==> src/rtl/tick_timer_pkg.sv <==
// Shared types and defaults for the tick_timer countdown block.
// Optional auto-reload is enabled with TICK_TIMER_AUTO_RELOAD_EN.
package tick_timer_pkg;

  localparam int TT_CNT_W       = 8;
  localparam int TT_SYNC_STAGES = 2;

  typedef enum logic [1:0] {
    S_IDLE  = 2'd0,
    S_RUN   = 2'd1,
    S_PAUSE = 2'd2,
    S_DONE  = 2'd3
  } tt_state_e;

endpackage

==> src/rtl/tick_timer_edge_det.sv <==
// Synchroniser plus registered rising-edge detector for the divided clock.
// The divided clock is treated purely as data in the clk domain.
module edge_det #(
  parameter int SYNC_STAGES = 2
) (
  input  logic clk,
  input  logic rst_n,
  input  logic d_in,
  output logic tick
);

  logic [SYNC_STAGES-1:0] sync_q;
  logic                   hist_q;
  logic                   tick_q;

  always_ff @(posedge clk or negedge rst_n) begin
    if (!rst_n) begin
      sync_q <= '0;
      hist_q <= 1'b0;
      tick_q <= 1'b0;
    end else begin
      sync_q <= {sync_q[SYNC_STAGES-2:0], d_in};
      hist_q <= sync_q[SYNC_STAGES-1];
      tick_q <= sync_q[SYNC_STAGES-1] & ~hist_q;
    end
  end

  assign tick = tick_q;

endmodule

==> src/rtl/tick_timer.sv <==
// Programmable countdown timer advanced by ticks from the divided clock.
// Define TICK_TIMER_AUTO_RELOAD_EN for periodic reload instead of one-shot.
module tick_timer
  import tick_timer_pkg::*;
#(
  parameter int CNT_W       = TT_CNT_W,
  parameter int SYNC_STAGES = TT_SYNC_STAGES
) (
  input  logic             clk,
  input  logic             rst_n,
  input  logic             clk2_in,
  input  logic             start,
  input  logic             stop,
  input  logic [CNT_W-1:0] load_val,
  output logic [CNT_W-1:0] cnt_out,
  output logic             busy,
  output logic             done
);

  tt_state_e        state_q, state_d;
  logic [CNT_W-1:0] cnt_q, cnt_d;
  logic             done_q, done_d;
  logic             busy_q, busy_d;
  logic             tick;

  edge_det #(
    .SYNC_STAGES(SYNC_STAGES)
  ) u_edge (
    .clk  (clk),
    .rst_n(rst_n),
    .d_in (clk2_in),
    .tick (tick)
  );

  always_comb begin
    state_d = state_q;
    cnt_d   = cnt_q;
    done_d  = 1'b0;
    unique case (state_q)
      S_IDLE: begin
        if (start && !stop) begin
          if (load_val != '0) begin
            cnt_d   = load_val;
            state_d = S_RUN;
          end else begin
            state_d = S_DONE;
          end
        end
      end
      S_RUN: begin
        // stop wins over a coincident tick
        if (stop) begin
          state_d = S_PAUSE;
        end else if (tick && cnt_q != '0) begin
          if (cnt_q != CNT_W'(1)) begin
            cnt_d = cnt_q - CNT_W'(1);
          end else begin
`ifdef TICK_TIMER_AUTO_RELOAD_EN
            if (load_val != '0) begin
              cnt_d  = load_val;
              done_d = 1'b1;
            end else begin
              cnt_d   = '0;
              state_d = S_DONE;
            end
`else
            cnt_d   = '0;
            state_d = S_DONE;
`endif
          end
        end
      end
      S_PAUSE: begin
        if (stop) begin
          cnt_d   = '0;
          state_d = S_IDLE;
        end else if (start) begin
          state_d = S_RUN;
        end
      end
      S_DONE: begin
        state_d = S_IDLE;
      end
      default: begin
        state_d = S_IDLE;
      end
    endcase
    if (state_d == S_DONE) begin
      done_d = 1'b1;
    end
    busy_d = (state_d == S_RUN) || (state_d == S_PAUSE);
  end

  always_ff @(posedge clk or negedge rst_n) begin
    if (!rst_n) begin
      state_q <= S_IDLE;
      cnt_q   <= '0;
      done_q  <= 1'b0;
      busy_q  <= 1'b0;
    end else begin
      state_q <= state_d;
      cnt_q   <= cnt_d;
      done_q  <= done_d;
      busy_q  <= busy_d;
    end
  end

  assign cnt_out = cnt_q;
  assign busy    = busy_q;
  assign done    = done_q;

endmodule

==> config.mk <==
export PLATFORM = sky130hd
export DESIGN_NAME = tick_timer
export DESIGN_NICKNAME = d
export VERILOG_FILES = /design/src/rtl/tick_timer_pkg.sv /design/src/rtl/tick_timer_edge_det.sv /design/src/rtl/tick_timer.sv
export SDC_FILE = /design/constraint.sdc
export NUM_CORES = 1
export LEC_CHECK = 0
export ABC_AREA = 1
export BUFFER_PORTS_ARGS = -buffer_cell sky130_fd_sc_hd__buf_2
export CORE_UTILIZATION = 36
export DETAILED_ROUTE_END_ITERATION = 16
export GPL_TIMING_DRIVEN = 0
export PLACE_DENSITY = 0.53
export SETUP_SLACK_MARGIN = 0.2
export SLEW_MARGIN = 20
export SYNTH_ARGS = -nofsm -noshare
export SYNTH_HDL_FRONTEND = slang
export SYNTH_SLANG_ARGS = --single-unit
==> constraint.sdc <==
create_clock -name clk -period 5.6 [get_ports clk]
set_clock_uncertainty 0.2 [all_clocks]
set_input_delay 0.56 -clock clk [delete_from_list [all_inputs] [get_ports clk]]
set_output_delay 0.56 -clock clk [all_outputs]
set_load 0.02 [all_outputs]
* Word-level counts from Yosys, hierarchy flattened
Cells that the tools add are included.
** Operators by class
- $add $sub $neg :: 1
- Equality and inequality tests :: 12
- Multiplexer cells :: 16
- Bitwise operators :: 2
- Reduce and logical (&&, ||, !) cells :: 9
** Operator list (number)
- $mux 8 :: 6
- $pmux 8 s3 :: 1
- $reduce_bool 8->1 :: 2
- $mux 2 :: 7
- $ne 2x2->1 const B :: 5
- $eq 2x2->1 const B :: 4
- $ne 8x1->1 const B :: 1
- $pmux 2 s4 :: 1
- $sub 8x1->8 const B :: 1
- $reduce_and 6->1 :: 1
- $eq 2x1->1 const B :: 2
- $reduce_bool 3->1 :: 1
- $logic_and 1x1->1 :: 2
- $logic_not 2->1 :: 1
- $and 1x1->1 :: 1
- $logic_not 1->1 :: 1
- $logic_or 1x1->1 :: 1
- $mux 1 :: 1
- $not 1->1 :: 1
** Word-level totals
- Register bits after elaboration :: 16
- Input port bits :: 13
- Output and inout port bits :: 10

* Longest topological paths before layout
Gate-level depths: netlist of the first run.
- Word-level depth :: 7
- Gate-level depth with buffers :: 10
- Gate-level depth less buffers :: 10

* By module
From an unflattened synthesis of the first run, not the netlist that was laid out.
** Second synthesis, totals
- Cells, all modules :: 149
- Area, all modules :: 1071.0 um^2
** Modules (own cells, without submodules)
- tick_timer :: instances 1, cells each 143, area an instance 960.9 um^2
- edge_det :: instances 1, cells each 6, area an instance 110.1 um^2

* Worst setup path before layout of the first run
OpenSTA, ideal clock, no wires.
- Path type :: reg-to-reg
- Start :: reg cnt_q[0] (netlist: cnt_out[0])
- End :: reg busy_q (netlist: busy)
- Library setup time :: 0.126 ns
- Data arrival time :: 1.648 ns
- Required time :: 5.274 ns
- Setup slack :: 3.626 ns
- Stages on the path, launching flop included :: 11
- Period minus slack after synthesis :: 1.974 ns
- Cells stage by stage :: dfrtp_1 -> inv_1 -> ha_1 -> nand2_1 -> nor2_1 -> nand2_2 -> nand3_1 -> nand3_1 -> nand2_1 -> nand2_1 -> ha_1
** Between the ends
- Word-level cells in the longest chain between the ends :: 7
- Elaborated cells on any way between the ends :: 10
- Those cells by class :: eq/ne: 3; mux: 4; reduce/logical: 3
** Ends and longest elaborated chain
- from (decl) :: RTL line tick_timer.sv:21 : logic [CNT_W-1:0] cnt_q, cnt_d;
- from (signal assigned) :: RTL line tick_timer.sv:102 : cnt_q <= cnt_d;
- $ne 8x1->1 or $reduce_bool 8->1 (tied branches) :: RTL line tick_timer.sv:55, tick_timer.sv:54
- $mux 2 or $logic_and 1x1->1 (tied branches) :: RTL line tick_timer.sv:55, tick_timer.sv:54
- $mux 2 * :: RTL line tick_timer.sv:54 : end else if (tick && cnt_q != '0) begin
- $mux 2 * :: RTL line tick_timer.sv:52 : if (stop) begin
- $pmux 2 s4 * :: RTL line tick_timer.sv:39 : unique case (state_q)
- via state_d[1] :: RTL line tick_timer.sv:20 : tt_state_e state_q, state_d;
- $eq 2x1->1 or $eq 2x2->1 (tied branches) :: RTL line tick_timer.sv:91 : busy_d = (state_d == S_RUN) || (state_d == S_PAUSE);
- $logic_or 1x1->1 * :: RTL line tick_timer.sv:91
- via busy_d :: RTL line tick_timer.sv:23 : logic busy_q, busy_d;
- to (signal assigned) :: RTL line tick_timer.sv:104 : busy_q <= busy_d;
- to (decl) :: RTL line tick_timer.sv:23
The timed path passes the listed nets; every way through them passes the cells marked *.
A chain may end at the register's enable or synchronous reset.

* Worst setup path in the final report of the first run
Same ends and word-level chain as after synthesis.

==> flow_summary.ini, run 1 <==
[drt]
wl_met3_um = 146
ant_nets = 0
wl_met2_um = 993
drt_iter0_drc = 19
highest-signal-layer = met4
wire_per_inst_um = 11.2
drt-pass1-iter-count = 4
wirelength_met1_um = 1140
route.detailed.drc = 0
routed_wl_um = 2310
dr_total_vias = 995
viasPerCell = 4.81

[timing]
holdWs_ns = 0.160
worst_pin_slew_ns = 0.337
fin_crit_sh = 0.380
fmax_mhz = 470
max-slew-margin-rel = 0.776
post-route-min-period_ns = 2.13
drv_slew = 0
hold_violations = 0
setup_viol = 0
rsz0062_at_grt = no
tns_ns = 0

[setup_path]
r2r_end = busy
path_cells = inv_1, ha_1, nand2_1, nor2_1, nand2_2, nand3_1, nand3_1, nand2_1, nand2_1, ha_1
endpoint_kind = flop
slowest_stage = dfrtp_1
cp_top_family = simple AND/OR/NAND/NOR gates
path_buf_inv = 1
reg2reg_from = cnt_out[0]
cpPeakStageDelay_ns = 0.42
cp-start-kind = flop
crit_top_cell = nand2_1
ff2ff_setup_slack_ns = 3.47
ff2ff_path_depth = 10
crit_path_max_fanout = 5
worstSetupPathType = reg -> reg
crit_required_ns = 5.56
crit_arrival_ns = 2.09

[placement]
hpwl_um = 1940
gp_congestion = 0.873
io_buffers = 22

[floorplanning]
pin_count = 23
die_h_um = 56.5
core_area_mm2 = 0.00278
start_util = 0.384
rows = 19
die-area_mm2 = 0.00319
fp.dieW_um = 56.5

[synth]
syn-num-nets = 169
synth_fa_ha_area_frac = 0.0703
ys_seq_elements = 16
synth_top_family_by_area = simple AND/OR/NAND/NOR gates
yosys.area_share.xor_xnor = 0.0164
yosys.area_share.simple = 0.438
synth_area_leader_cell = dfrtp_1
ys_types = 22
synth_warnings = 0
avgSynthCellArea_um2 = 7.12
synth_edf_count = 0
yosysSeqAreaShare = 0.375
syn_inst = 150
async_flop_share = 1.00
ys_top_cells_by_area = dfrtp_1 38%, nand2_1 21%, ha_1 7.0%
yosys_most_used_dff = dfrtp_1
synth-compound-area-share = 0.0434
muxShareOfSynthArea = 0
yosysMostFrequentCell = nand2_1
syn_area_mm2 = 0.00107
synth_top_area_share = 0.375
synth_common_cells = 60 x nand2_1, 16 x dfrtp_1, 15 x inv_1, 14 x nor2_1, 13 x nand3_1

[global_route]
antenna_found_initial = 0
grt_max_degree = 17
grt-ovfl-total = 0
grt_pass1_wl_um = 3980
track_usage = 0.161
grt_pass1_vias = 896

[clocking]
clk_pin_slew_worst_paths_ns = 0.08
cts_tree = built
clock_latency_ns = 0.27
cts_made_buffers = 3
cts_sinks = 16
cts_htree_levels = 1
clockBufferDepth = 2
cts-root-buf = clkbuf_4

[hold_path]
timing.hold.worst.class = reg -> reg
hold-path-endpoint = u_edge.sync_q[1]
worstHoldStart = u_edge.sync_q[0]
min_path_cells = 0

[layout]
drive_above_1_share = 0.210
fillers = 299
syn_to_final_growth_pct = 17.0
layout.nets = 197
antenna_cells = 0

[outcome]
status = finished clean

[power]
power.total_uw = 711
p_leak_nw = 0.696
power-per-cell-area_mw_per_mm2 = 569
vdd_ir_drop_max_mv = 0.248

[flow_run]
cap_violations = 0
-- sequential cells by signal (all words and copies together) (netlist names) --
name           count
cnt_out            8
state_q            2
u_edge.sync_q      2
busy               1
done               1
u_edge.hist_q      1
u_edge.tick        1
-- final cells by class --
type	count	area, µm²	share of cell area
clock buffers	3	22.5	0.0180
inverters	16	60.1	0.0481
multi-input cells	118	607	0.486
flip-flops and latches	16	400	0.321
well taps	31	38.8	0.0311
repair buffers	23	120	0.0962
-- per-stage QoR --
step	instance area, µm²	std cells	worst slack [ns]	utilization
final	1250	207	3.47	0.449
after global routing	1250	207	3.32	0.449
after CTS	1250	207	3.48	0.449
after detailed placement	1220	203	3.49	0.437
after global placement	1220	203	3.52	0.437
after floorplan	1070	150	3.63	-
-- worst max-delay path by stage --
| stage | startpoint | end | slack (ns) | cells after the start |
|---|---|---|---|---|
| 5_1_grt | cnt_out[0] | busy | 3.32 | 10 |
| 2_1_floorplan | cnt_out[0] | busy | 3.63 | 10 |
| 3_3_place_gp | cnt_out[0] | busy | 3.52 | 10 |
| 4_1_cts | cnt_out[0] | busy | 3.48 | 10 |
| 6_report | cnt_out[0] | busy | 3.47 | 10 |
| 3_5_place_dp | cnt_out[0] | busy | 3.49 | 10 |
-- placed cells by master (no fill, tap or decap), drive strengths merged, types with 2 or more instances in the layout --
cell,Yosys,routed
a21oi,5,5
o21ai,2,2
clkbuf,0,3
nand3,14,14
nand2,65,65
nor2,18,18
inv,16,16
buf,0,22
ha,6,6
dfrtp,16,16
nand4,2,2
-- power breakdown --
group	switching, mW	internal (mW)
Clock	0.0304	0.0249
Sequential	0.0458	0.157
Combinational	0.299	0.154
-- routing by layer --
layer,track usage,up-vias
li1,-,526
met1,0.243,440
met2,0.224,25
met3,0.0161,4
met4,0.0836,0
met5,0,-
-- what timing repair did --
item,CTS,global route
resized for setup,0,0
hold buffers,1,0
buffers inserted,0,0
hold endpoints to repair,16,0
-- cells by family after synthesis --
| group | Yosys count |
|---|---|
| xor+xnor | 2 |
| simple gates | 102 |
| flops | 16 |
| compound gates | 8 |
| buf+inv | 16 |
| fa+ha+maj | 6 |
Note: power is estimated with default switching activity, not from simulation.
==> inputs of run 2 (changes only) <==
- clock period: 5.6 -> 2 ns (I/O delays scaled with it)
==> run 2 against run 1 <==
- sequential power grew to 2.8 times the previous value
- final cell count grew 4.8%
- critical endpoint unchanged
- global-route usage grew 1.4 points
- sequential share of layout area shrank 4.6 points
==> flow_summary.ini, run 2 (synthesis gave the netlist of run 1 again) <==
[timing]
fin_crit_sh = 0.907
max-slew-margin-rel = 0.756
setup_ws_ns = 0.186
post-route-min-period_ns = 1.81
rsz0062_at_grt = yes
fmax_mhz = 551
tns_ns = 0
drv_slew = 0
hold_violations = 0
setup_viol = 0
holdWs_ns = 0.0103
worst_pin_slew_ns = 0.365

[clocking]
clockBufferDepth = 2
clock_latency_ns = 0.30
cts_htree_levels = 1
cts_tree = built
cts_sinks = 16
cts-root-buf = clkbuf_4
clk_pin_slew_worst_paths_ns = 0.11
cts_made_buffers = 3

[global_route]
grt_max_degree = 17
antenna_found_initial = 0
grt_pass1_vias = 936
grt-ovfl-total = 0
grt_pass1_wl_um = 4250
track_usage = 0.174

[layout]
syn_to_final_growth_pct = 38.6
antenna_cells = 0
finish.instance_area_mm2 = 0.00148
final_cell_mix = 56 x nand2_1, 22 x buf_2, 12 x nor2_1, 11 x inv_1, 11 x dfrtp_1
drive_above_1_share = 0.376
fillers = 259
layout.nets = 206
final_common_cell = nand2_1
largest_reg_flops = 8

[setup_path]
ff2ff_setup_slack_ns = 0.19
reg2reg_from = cnt_out[2]
crit_arrival_ns = 1.80
ff2ff_path_depth = 8
cp-start-kind = flop
crit_path_max_fanout = 6
r2r_end = busy
crit_required_ns = 1.98
worstSetupPathType = reg -> reg
endpoint_kind = flop

[drt]
route.detailed.drc = 0
routed_wl_um = 2660
drt_iter0_drc = 36
drt-pass1-iter-count = 4
viasPerCell = 4.89
wirelength_met1_um = 1340
dr_total_vias = 1062
wire_per_inst_um = 12.3
highest-signal-layer = met4
wl_met2_um = 1210
ant_nets = 0
wl_met3_um = 90

[placement]
place_ws_ns = 0.143
hpwl_um = 1880
gp_congestion = 0.893
io_buffers = 22
placed_cell_area_mm2 = 0.00124

[power]
power-per-cell-area_mw_per_mm2 = 1660
vdd_ir_drop_max_mv = 0.924
p_leak_nw = 0.755
power.total_mw = 2.45

[flow_run]
cap_violations = 0

[hold_path]
worstHoldStart = load_val[7]
hold-path-endpoint = cnt_out[7]
timing.hold.worst.class = in -> reg
min_path_cells = 5

[floorplanning]
rows = 19
fp.dieW_um = 56.5
start_util = 0.384
die-area_mm2 = 0.00319
pin_count = 23
die_h_um = 56.5
core_area_mm2 = 0.00278

[outcome]
status = finished clean
[run 2: changes by cell type in the layout (fill, tap and decap cells not counted), moves of 3 or more]
cell	before	now
nand2_1	60	56
nand2_2	3	6
inv_1	15	11
dfrtp_1	16	11
nand3_1	13	10
ha_4	0	4
buf_4	0	7
ha_1	6	2
dfrtp_2	0	5
[run 2: where the power goes]
group	total (mW)	internal (mW)	switching, mW	leakage, nW
combinational	1.64	0.641	1.00	0.540
sequential	0.578	0.447	0.130	0.194
clock	0.230	0.111	0.119	0.0210
[run 2: layer usage]
metal / global-route usage / vias to the layer above
met4: 0.0314 / 0
li1: - / 547
met5: 0 / -
met2: 0.269 / 20
met3: 0.0484 / 5
met1: 0.246 / 490
[run 2: repair_timing]
item / 4_1_cts / 5_1_grt
endpoints found under the setup margin: 9 / 10
hold buffers: 3 / 0
resized for setup: 8 / 19
hold endpoints to repair: 18 / 0
cloned: 0 / 0
pin swaps: 3 / 10
setup buffers: 4 / 3
[run 2: worst max-delay path, cell delays in order (launching register included)]
cell and delay (ns):
dfrtp_2 0.46, nor2_2 0.18, nand2_2 0.09, nor2_4 0.17, nand3_4 0.10, nand2_2 0.07
nand2_2 0.06, a21oi_2 0.14, ha_1 0.24
[run 2: worst max-delay path by stage]
stage	from	to	slack [ns]	depth (start not counted)
3_3_place_gp	state_q[1]	cnt_out[3]	0.16	9
2_1_floorplan	cnt_out[0]	busy	0.21	10
3_5_place_dp	cnt_out[3]	busy	0.14	8
5_1_grt	cnt_out[0]	busy	0.10	10
4_1_cts	state_q[0]	busy	0.20	8
6_report	cnt_out[2]	busy	0.19	8
[run 2: per-stage QoR]
stage	utilization	cells
detailed placement	0.447	203
floorplan	-	150
CTS	0.489	214
global route	0.532	217
global placement	0.447	203
finish	0.532	217
[run 2: layout make-up]
cell class / count / area (µm²) / share of cell area
clock buffer: 4 / 36.3 / 0.0245
sequential: 16 / 407 / 0.275
inverter: 16 / 65.1 / 0.0440
tap: 31 / 38.8 / 0.0262
multi-input combinational: 118 / 739 / 0.500
timing repair buffer: 32 / 193 / 0.130
==> inputs of run 3 (changes only) <==
- REMOVE_ABC_BUFFERS: not set -> 1
==> run 3 against run 2 <==
- non-clock buffer count is 1 higher
- utilization is 1.0 points lower
- critical endpoint unchanged
- worst setup slack better by 0.032 ns
- die area stayed put
- sequential share of layout area rose by 0.46 points
- via count shrank 1.2%
- routed wire length is 3.7% lower
- register-to-register slack improved by 0.03 ns
- combinational power about the same
- final cell count did not move
- clock power decreased by 33%
- hold slack better by 0.076 ns
==> flow_summary.ini, run 3 (synthesis gave the netlist of run 1 again) <==
[timing]
hold_violations = 0
tns_ns = 0
setup_ws_ns = 0.218
drv_slew = 0
fin_crit_sh = 0.891
worst_pin_slew_ns = 0.344
max-slew-margin-rel = 0.771
setup_viol = 0
fmax_mhz = 561
post-route-min-period_ns = 1.78
rsz0062_at_grt = yes

[layout]
fillers = 284
antenna_cells = 0
largest_reg_flops = 8
layout.nets = 207
final_common_cell = nand2_1
drive_above_1_share = 0.371
final_cell_mix = 57 x nand2_1, 22 x buf_2, 12 x nor2_1, 12 x dfrtp_1, 11 x inv_1
syn_to_final_growth_pct = 35.9

[floorplanning]
core_area_mm2 = 0.00278
die_h_um = 56.5
rows = 19
fp.dieW_um = 56.5
start_util = 0.384
pin_count = 23
die-area_mm2 = 0.00319

[global_route]
grt_max_degree = 17
grt_pass1_wl_um = 4160
grt-ovfl-total = 0
track_usage = 0.167
antenna_found_initial = 0
grt_pass1_vias = 930

[power]
vdd_ir_drop_max_mv = 0.897
power.total_mw = 2.35
p_leak_nw = 0.758
power-per-cell-area_mw_per_mm2 = 1620

[drt]
drt-pass1-iter-count = 4
viasPerCell = 4.83
route.detailed.drc = 0
wire_per_inst_um = 11.8
dr_total_vias = 1049
ant_nets = 0
drt_iter0_drc = 25
routed_wl_um = 2560

[setup_path]
crit_arrival_ns = 1.74
crit_top_cell = nand2_2
endpoint_kind = flop
cp-start-kind = flop
cp_top_family = simple AND/OR/NAND/NOR gates
worstSetupPathType = reg -> reg
path_cells = nor2_2, nand2_2, nor2_4, nand3_2, nand2_1, nand2_2, a21oi_2, ha_1
cpPeakStageDelay_ns = 0.45
crit_path_max_fanout = 6
crit_required_ns = 1.96
slowest_stage = dfrtp_1
path_buf_inv = 0

[hold_path]
timing.hold.worst.class = in -> reg

[clocking]
clock_latency_ns = 0.27
clk_pin_slew_worst_paths_ns = 0.08
cts-root-buf = clkbuf_4
cts_made_buffers = 3
cts_htree_levels = 1
cts_sinks = 16
cts_tree = built
clockBufferDepth = 2

[placement]
io_buffers = 22
hpwl_um = 1940
place_ws_ns = -0.109
gp_congestion = 0.873

[outcome]
status = finished clean

[flow_run]
cap_violations = 0
## run 3: cell types whose count changed in the layout (fill, tap and decap cells not counted), moves of 2 or more
cell / before / now
inv_2: 3 / 5
nand2_2: 6 / 4
inv_4: 2 / 0
a21oi_2: 1 / 3
nand2_4: 2 / 4
## run 3: area by class of cell
type                            count  area (µm²)  share of cell area
Clock buffer                        3        22.5              0.0155
Multi-Input combinational cell    118         722               0.498
Tap cell                           31        38.8              0.0267
Timing Repair Buffer               33         201               0.139
Sequential cell                    16         405               0.280
Inverter                           16        60.1              0.0414
## run 3: metal layers
metal	part of all wire	global-route usage	vias up
li1	-	-	545
met5	0	0	-
met2	0.43	0.234	17
met4	0.012	0.0836	0
met1	0.52	0.254	483
met3	0.030	0.0161	4
## run 3: report_power, final
part / internal [mW] / switching [mW] / total (mW)
clock network: 0.0697 / 0.0841 / 0.154
registers: 0.446 / 0.138 / 0.584
logic: 0.633 / 0.982 / 1.61
## run 3: worst reg2reg max path, stage by stage, from the launching register on
cell and delay, ns:
dfrtp_1 0.45, nor2_2 0.16, nand2_2 0.09, nor2_4 0.15, nand3_2 0.09, nand2_1 0.09
nand2_2 0.06, a21oi_2 0.15, ha_1 0.24
## run 3: final timing paths
check	from	to	slack, ns	cells after the start
worst max-delay path	cnt_out[5]	busy	0.22	8
worst min-delay path	stop	state_q[0]	0.09	4
max in group asynchronous	rst_n	cnt_out[2]	1.17	2
worst min register to register	u_edge.sync_q[0]	u_edge.sync_q[1]	0.16	0
min in group asynchronous	rst_n	busy	0.15	2
worst max register to register	cnt_out[5]	busy	0.22	8
## run 3: timing repair
item                                    CTS  global route
endpoints found under the hold margin    17             0
endpoints found under the setup margin   12            10
gates resized for setup                  10            23
hold buffers                              2             0
buffers inserted                          4             5
pin swaps                                 2            11
## run 3: per-stage QoR
stage | cell area [µm²] | std cells | utilization | hold WS, ns
finish | 1450 | 217 | 0.521 | 0.0867
detailed placement | 1220 | 203 | 0.437 | -0.0752
global placement | 1220 | 203 | 0.437 | -0.0807
floorplan | 1070 | 150 | - | -0.296
CTS | 1320 | 212 | 0.474 | 0.0430
global route | 1450 | 217 | 0.521 | 0.106
